File: src/rtl/simon_core_ed.sv
// Iterative SIMON block cipher core: one round per clock, with an on-chip round-key
// store that is filled by a key-expansion pass and reused by later blocks.
module simon_core_ed #(
   parameter int unsigned N  = 16,
   parameter int unsigned M  = 4,
   parameter int unsigned T  = 32,
   parameter int unsigned Cb = 5,
   parameter logic [61:0] Z  = 62'b01100111000011010100100010111110110011100001101010010001011111
) (
   input  logic                   clk,
   input  logic                   nR,
   input  logic                   newData,
   input  logic                   newKey,
   input  logic                   decrypt,
   input  logic                   readData,
   input  logic [2*N-1:0]         plain,
   input  logic [M-1:0][N-1:0]    key,
   output logic                   busy,
   output logic                   keyValid,
   output logic                   doneData,
   output logic [2*N-1:0]         cipher
);

   typedef enum logic [1:0] {StIdle, StKey, StRun, StDone} state_e;

   state_e         state_q, state_d;
   logic [Cb-1:0]  count_q, count_d;
   logic [5:0]     z_idx_q, z_idx_d;
   logic           kv_q, kv_d;
   logic           done_q, done_d;
   logic           dec_q, dec_d;
   logic [N-1:0]   x_q, x_d, y_q, y_d;
   logic [2*N-1:0] cipher_q, cipher_d;
   logic [N-1:0]   ks_q [T];
   logic           ks_we;
   logic [N-1:0]   ks_wdata;

   // Key-expansion and round datapath temporaries.
   logic [Cb-1:0]  i1, i3, im;
   logic [N-1:0]   kw, tmp, knew, rk, nx, ny;

   function automatic logic [N-1:0] rotl(input logic [N-1:0] w, input int unsigned s);
      return (w << s) | (w >> (N - s));
   endfunction

   function automatic logic [N-1:0] rotr(input logic [N-1:0] w, input int unsigned s);
      return (w >> s) | (w << (N - s));
   endfunction

   function automatic logic [N-1:0] fround(input logic [N-1:0] w);
      return (rotl(w, 1) & rotl(w, 8)) ^ rotl(w, 2);
   endfunction

   // Next-state, key-expansion and round logic.
   always_comb begin
      state_d  = state_q;
      count_d  = count_q;
      z_idx_d  = z_idx_q;
      kv_d     = kv_q;
      done_d   = done_q;
      dec_d    = dec_q;
      x_d      = x_q;
      y_d      = y_q;
      cipher_d = cipher_q;
      ks_we    = 1'b0;
      ks_wdata = '0;

      // Expansion term for round key count_q (only meaningful once count_q >= M).
      i1  = count_q - Cb'(1);
      i3  = count_q - Cb'(3);
      im  = count_q - Cb'(M);
      tmp = rotr(ks_q[i1], 3);
      if (M == 4) tmp = tmp ^ ks_q[i3];
      knew = ~ks_q[im] ^ tmp ^ rotr(tmp, 1) ^ {{(N-1){1'b0}}, Z[z_idx_q]} ^ N'(3);

      kw = '0;
      for (int unsigned j = 0; j < M; j++) begin
         if (count_q == Cb'(j)) kw = key[j];
      end

      // Decrypt walks the key store backwards.
      rk = dec_q ? ks_q[Cb'(T-1) - count_q] : ks_q[count_q];
      if (dec_q) begin
         nx = y_q;
         ny = x_q ^ fround(y_q) ^ rk;
      end else begin
         nx = y_q ^ fround(x_q) ^ rk;
         ny = x_q;
      end

      unique case (state_q)
         StIdle: begin
            if (newData) begin
               x_d     = plain[2*N-1:N];
               y_d     = plain[N-1:0];
               dec_d   = decrypt;
               count_d = '0;
               if (newKey || !kv_q) begin
                  state_d = StKey;
                  kv_d    = 1'b0;  // store is about to be partially overwritten
                  z_idx_d = '0;
               end else begin
                  state_d = StRun;
               end
            end
         end
         StKey: begin
            ks_we    = 1'b1;
            ks_wdata = (count_q < Cb'(M)) ? kw : knew;
            if (count_q >= Cb'(M)) z_idx_d = (z_idx_q == 6'd61) ? 6'd0 : z_idx_q + 6'd1;
            if (count_q == Cb'(T-1)) begin
               count_d = '0;
               kv_d    = 1'b1;
               state_d = StRun;
            end else begin
               count_d = count_q + Cb'(1);
            end
         end
         StRun: begin
            x_d = nx;
            y_d = ny;
            if (count_q == Cb'(T-1)) begin
               cipher_d = {nx, ny};
               done_d   = 1'b1;
               count_d  = '0;
               state_d  = StDone;
            end else begin
               count_d = count_q + Cb'(1);
            end
         end
         StDone: begin
            if (readData) begin
               done_d  = 1'b0;
               state_d = StIdle;
            end
         end
         default: state_d = StIdle;
      endcase
   end

   // Control and data registers.
   always_ff @(posedge clk or negedge nR) begin
      if (!nR) begin
         state_q  <= StIdle;
         count_q  <= '0;
         z_idx_q  <= '0;
         kv_q     <= 1'b0;
         done_q   <= 1'b0;
         dec_q    <= 1'b0;
         x_q      <= '0;
         y_q      <= '0;
         cipher_q <= '0;
      end else begin
         state_q  <= state_d;
         count_q  <= count_d;
         z_idx_q  <= z_idx_d;
         kv_q     <= kv_d;
         done_q   <= done_d;
         dec_q    <= dec_d;
         x_q      <= x_d;
         y_q      <= y_d;
         cipher_q <= cipher_d;
      end
   end

   // Round-key store, written one word per KEY cycle.
   always_ff @(posedge clk or negedge nR) begin
      if (!nR) begin
         for (int i = 0; i < T; i++) ks_q[i] <= '0;
      end else if (ks_we) begin
         ks_q[count_q] <= ks_wdata;
      end
   end

   assign busy     = (state_q == StKey) || (state_q == StRun);
   assign keyValid = kv_q;
   assign doneData = done_q;
   assign cipher   = cipher_q;

endmodule
File: config.mk
export PLATFORM = sky130hd
export DESIGN_NAME = simon_core_ed
export DESIGN_NICKNAME = d
export VERILOG_FILES = /design/src/rtl/simon_core_ed.sv
export SDC_FILE = /design/constraint.sdc
export NUM_CORES = 2
export LEC_CHECK = 0
export BUFFER_PORTS_ARGS = -buffer_cell sky130_fd_sc_hd__buf_2
export CORE_MARGIN = 4
export CORE_UTILIZATION = 45
export DETAILED_ROUTE_END_ITERATION = 6
export PLACE_DENSITY_LB_ADDON = 0.1
export SETUP_SLACK_MARGIN = 0.5
export SLEW_MARGIN = 40
export SYNTH_ARGS = -nofsm -noshare
export SYNTH_HDL_FRONTEND = slang
export SYNTH_SLANG_ARGS = --single-unit
File: constraint.sdc
create_clock -name clk -period 18.15 [get_ports clk]
set_input_delay 0.9075 -clock clk [delete_from_list [all_inputs] [get_ports clk]]
set_output_delay 0.9075 -clock clk [all_outputs]
set_load 0.01 [all_outputs]
Word level (Yosys, flattened, before mapping). Memories as Yosys holds them, arrays and structs flattened. Index checks and enable logic that the tools add are counted.

$add $sub $neg: 6. Order comparisons: 9. Eq/ne operators: 14. Mux-type cells: 53. Bitwise operators: 27. Reduce and logical (&&, ||, !) cells: 19.

Operator list (count): bitwise mux 512 bit (1); binary-select mux 16 bit (select 5 bit) (5); two-way mux 16 bit (22); bitwise XOR 16 bit (9); demux 16 bit (select 5 bit) (1); one-hot mux 16 bit (2 select lines) (2); AND 16 bit (2); bitwise OR 16 x 1 -> 16 bit (2); bitwise OR 16 x 2 -> 16 bit (2); bitwise OR 16 x 8 -> 16 bit (2); >= comparator 6 bit (second input constant) (5); inverter 5 -> 6 bit (5); two-way mux 6 bit (4); inverter 16 bit (1); bitwise OR 13 x 16 -> 16 bit (1); bitwise OR 15 x 16 -> 16 bit (1); bitwise XOR 16 x 1 -> 16 bit (1); != test 2 bit (second input constant) (6); one-hot mux 6 bit (2 select lines) (1); AND reduction 4 bit (3); == test 5 x 2 -> 1 bit (second input constant) (2); two-way mux 2 bit (5); two-way mux 5 bit (2); one-hot mux 5 bit (2 select lines) (1); other kinds (28) (42).

Flip-flop bits (word level): 592. Memory bits (read-only): 64. Input bits: 102. Logic and storage cells: 170. Memories kept: 1.

Memories: (no name shown) (depth 64, bits a word 1, read ports 1, clocked after Yosys merged registers in 0, wr ports 0, line 74) `knew = ~ks_q[im] ^ tmp ^ rotr(tmp, 1) ^ {{(N-1){1'b0}}, Z[z_idx_q]} ^ N'(3);`.

Longest topological paths before layout.
Depth after elaboration: 14. Mapped depth: 25.

Least setup slack after synthesis. Ideal clock, no wire load.

Kind: register to register. Start: reg count_q[1]. End: reg ks_q[142] (netlist name). Library setup time: 0.133 ns. Arrival: 5.628 ns. Required time: 18.017 ns. Slack: 12.389 ns. Cell stages (with the launch flop): 23. Period minus slack after synthesis: 5.761 ns. Cell sequence: dfrtp_1 -> buf_2 -> buf_4 -> buf_2 -> buf_4 -> buf_2 -> buf_4 -> buf_4 -> inv_1 -> buf_2 -> buf_1 -> ha_1 -> xor2_1 -> buf_2 -> buf_2 -> mux4_2 -> a211oi_1 -> a21oi_1 -> xnor2_1 -> xor2_1 -> xnor2_1 -> clkbuf_1 -> o21ai_0.

Word-level cells in the longest chain between the ends: 13. Elaborated cells on any way between the ends: 40. Those cells by class: add/sub (3); order compare (3); eq/ne (3); mux (18); bitwise (11); reduce/logical (2).

Ends and longest elaborated chain: start, declared (line 27) `logic [Cb-1:0] count_q, count_d;`; start signal, assigned (line 155) `count_q <= count_d;`; subtractor 5 x 1 -> 5 bit (line 69) `i1 = count_q - Cb'(1);`; inverter 5 -> 6 bit (implied by the code) (line 72) `tmp = rotr(ks_q[i1], 3);`; binary-select mux 16 bit (select 5 bit) (line 72); two-way mux 16 bit (implied by the code) (2 in a row) (line 72); bitwise OR 13 x 16 -> 16 bit (line 47) `return (w >> s) | (w << (N - s));`; bitwise XOR 16 bit (line 73) `if (M == 4) tmp = tmp ^ ks_q[i3];`; bitwise XOR 16 bit / bitwise OR 15 x 16 -> 16 bit (equally long branches) (line 74, 47); bitwise XOR 16 bit (line 74); bitwise XOR 16 x 1 -> 16 bit (line 74); two-way mux 16 bit (line 109) `ks_wdata = (count_q < Cb'(M)) ? kw : knew;`; two-way mux 16 bit (line 91) `unique case (state_q)`; bitwise mux 512 bit (*) (line 171) `ks_q[count_q] <= ks_wdata;`; end signal, assigned by index (line 171); end, declared (line 34) `logic [N-1:0] ks_q [T];`.

Every way passes the cells marked *; elsewhere a longest branch is shown, timed or not. The select of a mux whose other input is x is not followed. A chain may end at the register's enable or synchronous reset.

Worst setup path after layout.
Start: reg count_q[2]. End: reg ks_q[271] (netlist name).

Same word-level chain as after synthesis.

==> flow_summary.ini <==
[final_layout]
fin_area_um2 = 44400
fin_nets = 3848
drive_gt1_frac = 0.250
final_core_util = 0.503
fillCellCount = 7888
multi_input_area_um2 = 23800
area_growth_syn_to_layout_pct = 10.8
ff_latch_area_um2 = 14800
final_common_cell = nand2_1
final_cell_mix = nand2_1 (732), dfrtp_1 (587), o21ai_0 (578), mux4_2 (421), mux2i_1 (182)
stdcell_count = 4949

[timing]
worst_slack_ns = 11.83
maxSlewViolCount = 0
rsz0062_at_grt = no
setup-tns-final_ns = 0
tightest_slew_ns = 0.945
fmax_ghz = 0.158
skew_ns = 0.0451
setup_viol = 0
fin_hold_ws_ns = 0.157
hold_viol = 0
fin_crit_sh = 0.348
finalCriticalPeriod_ns = 6.32
slew_headroom = 0.368

[run_status]
status = complete, but fails checks
violations = DRC

[synth]
synthAdderAreaFrac = 0.00624
synth.net_count = 3872
synth_top_cell_area_share = 0.369
async_flop_share = 1.00
synth-main-ff-cell = dfrtp_1
synth_simple_gate_area_share = 0.100
synth_compound_area_frac = 0.134
synth_xor_xnor_area_share = 0.0363
ys_seq_area_frac = 0.369
synthMuxAreaShare = 0.309
synth-edff-count = 0
synth_warnings = 0
ys_ff_latch = 592
synth.distinct_cells = 78
synth_top_family_by_area = multiplexers
synth_area_per_cell_um2 = 10.7
synth_area_leaders = dfrtp_1 (37%), mux4_2 (24%), o21ai_0 (7.3%)
syn_area_um2 = 40100
synth_top_cell_by_area = dfrtp_1
synthCells = 3750

[floorplan]
die_w_um = 306
die-area_um2 = 93900
io_pins = 137
start_util = 0.454
core_um2 = 88400
die_h_um = 306
rows = 109

[clocking]
clockBufferDepth = 3
post-cts-setup-buffer-count = 0
cts_made_buffers = 73
root_buffer = clkbuf_16
cts_tree = done
clock_sinks = 592
htreeDepth = 3
cts_resized = 0
clkTransAtPathRegs_ns = 0.05
cts_hold_buf = 0
clock_latency_ns = 0.66

[route]
drtPass1Iterations = 7
post-route-drc-count = 4
dr.first_iter.drc_count = 4460
vias_per_cell = 6.76
wl_um = 164000
ant_nets = 0
wl_per_cell_um = 33.1
dr_total_vias = 33500

[place]
dp_hpwl_um = 111000
dp.cells = 4813
numPortBuffers = 136
place.gp.congestion = 0.975
post-place-ws_ns = 12.12
place_area_um2 = 41800

[run]
maxCapViolCount = 0

[pwr]
clkPwrFrac = 0.167
switchingPower_mw = 4.64
p_int_mw = 4.64
p_per_area_nw_per_um2 = 209
p_sw_frac = 0.500
sequentialPowerShare = 0.212
total_power_mw = 9.28
p_leak_nw = 18.1
p_comb_frac = 0.621
peakVddDrop_uv = 216

[setup_path]
crit_arrival_ns = 6.84
r2r_cells = 12
slowest_stage = a22oi_1
end_kind = register
crit_required_ns = 18.66
r2r_slack_ns = 11.83
path_cells = inv_2, buf_4, ha_1, a21boi_1, xnor2_2, buf_4, mux4_2, a22oi_1, xnor2_1, xnor2_1, nand3_1, o21ai_0
start_kind = register
cp_slowest_stage_delay_ns = 0.73
r2r-end = ks_q[271]
path_delay_family = compound AO/OA/AOI/OAI gates
cp_num_buf_inv = 3
path_max_fanout = 28
r2r-start = count_q[2]
path_class = reg2reg

[global_route]
grt_pass1_wl_um = 237000
gr-total-overflow = 0
antenna_found_initial = 4
grt_pass1_vias = 33000
grt_max_degree = 130
grtUsageTotal = 0.347

[hold_path]
hp-class = in2async
-- cell type report --
type | count | share of cell area
multi-input combinational | 2779 | 0.536
clock buffer | 100 | 0.0486
timing repair buffer | 257 | 0.0392
clock inverter | 31 | 0.00816
antenna | 2 | 0.000113
sequential | 592 | 0.334
tap | 1165 | 0.0328
inverter | 23 | 0.00194
-- worst reg2reg max path: cells and delay by family, from the launching register on --
| kind | cells | cell delay, ns |
|---|---|---|
| XOR/XNOR | 3 | 1.19 |
| multiplexers | 1 | 0.55 |
| buffers and inverters | 3 | 1.09 |
| adder cells (fa/ha/maj) | 1 | 0.49 |
| flip-flops | 1 | 0.68 |
| AO/OA/AOI/OAI | 3 | 1.63 |
| AND/OR/NAND/NOR | 1 | 0.58 |
-- power by group through the flow --
| stage | clock (mW) | sequential (mW) | combinational [mW] |
|---|---|---|---|
| 2_1_floorplan | 0 | 1.81 | 3.80 |
| 3_3_place_gp | 0 | 1.95 | 5.48 |
| 3_5_place_dp | 0 | 1.98 | 5.58 |
| 4_1_cts | 1.57 | 1.96 | 5.60 |
| 5_1_grt | 1.62 | 2.00 | 6.03 |
| 6_report | 1.55 | 1.97 | 5.77 |
-- worst max path at each step --
stage	from	end	slack, ns	cells after the start
floorplan	count_q[1]	ks_q[142]	12.39	22
global placement	count_q[0]	ks_q[222]	12.16	11
detailed placement	count_q[0]	ks_q[223]	12.12	11
CTS	count_q[0]	ks_q[223]	12.08	11
global route	count_q[0]	ks_q[239]	11.72	11
finish	count_q[2]	ks_q[271]	11.83	12
-- layer usage --
layer,part of all wire,wire (µm),vias up,track usage
met5,0.00035,57,-,0
met4,0.072,11800,8,0.206
met3,0.12,19700,523,0.111
met2,0.44,71600,2210,0.519
met1,0.37,60800,16900,0.445
li1,-,-,13900,-
-- sequential cells by signal, summed over array words and instances, names as in the netlist --
signal and count:
doneData 1, count_q 5, y_q 16, keyValid 1
state_q 2, x_q 16, ks_q 512, z_idx_q 6
cipher 32, dec_q 1
-- cells by family (layout without fill, tap and decap cells) --
logic type,count (synthesis),in the layout
muxes,685,685
AOI/OAI and AO/OA,932,932
xor gates and xnor gates,154,154
and+or+nand+nor,988,988
adders and majority gates,20,20
other,0,2
buffers and inverters,379,411
DFF,592,592
-- Yosys cell counts, types with 5 or more instances --
library cell / number
nor2_1: 120
buf_4: 35
dfrtp_1: 592
and2_1: 11
o21ai_0: 582
o31ai_1: 5
nand4_1: 13
nand2_1: 746
a211oi_1: 40
nand3_1: 24
a21o_1: 12
clkbuf_1: 234
mux2i_1: 183
o221ai_1: 8
nand2b_1: 7
buf_1: 19
inv_1: 18
mux4_1: 9
a221oi_1: 8
a31oi_1: 22
nor3b_1: 21
buf_6: 11
xor2_1: 41
nor2b_1: 9
buf_2: 50
ha_1: 20
mux2_2: 70
mux4_2: 421
xnor3_1: 6
a32oi_1: 5
buf_12: 5
xnor2_1: 104
o22a_1: 15
o211ai_1: 10
a22oi_1: 73
a21oi_1: 76
o22ai_1: 17
o21ai_1: 14
nor3_1: 12
a22o_1: 7
(Power assumes the default switching activity.)
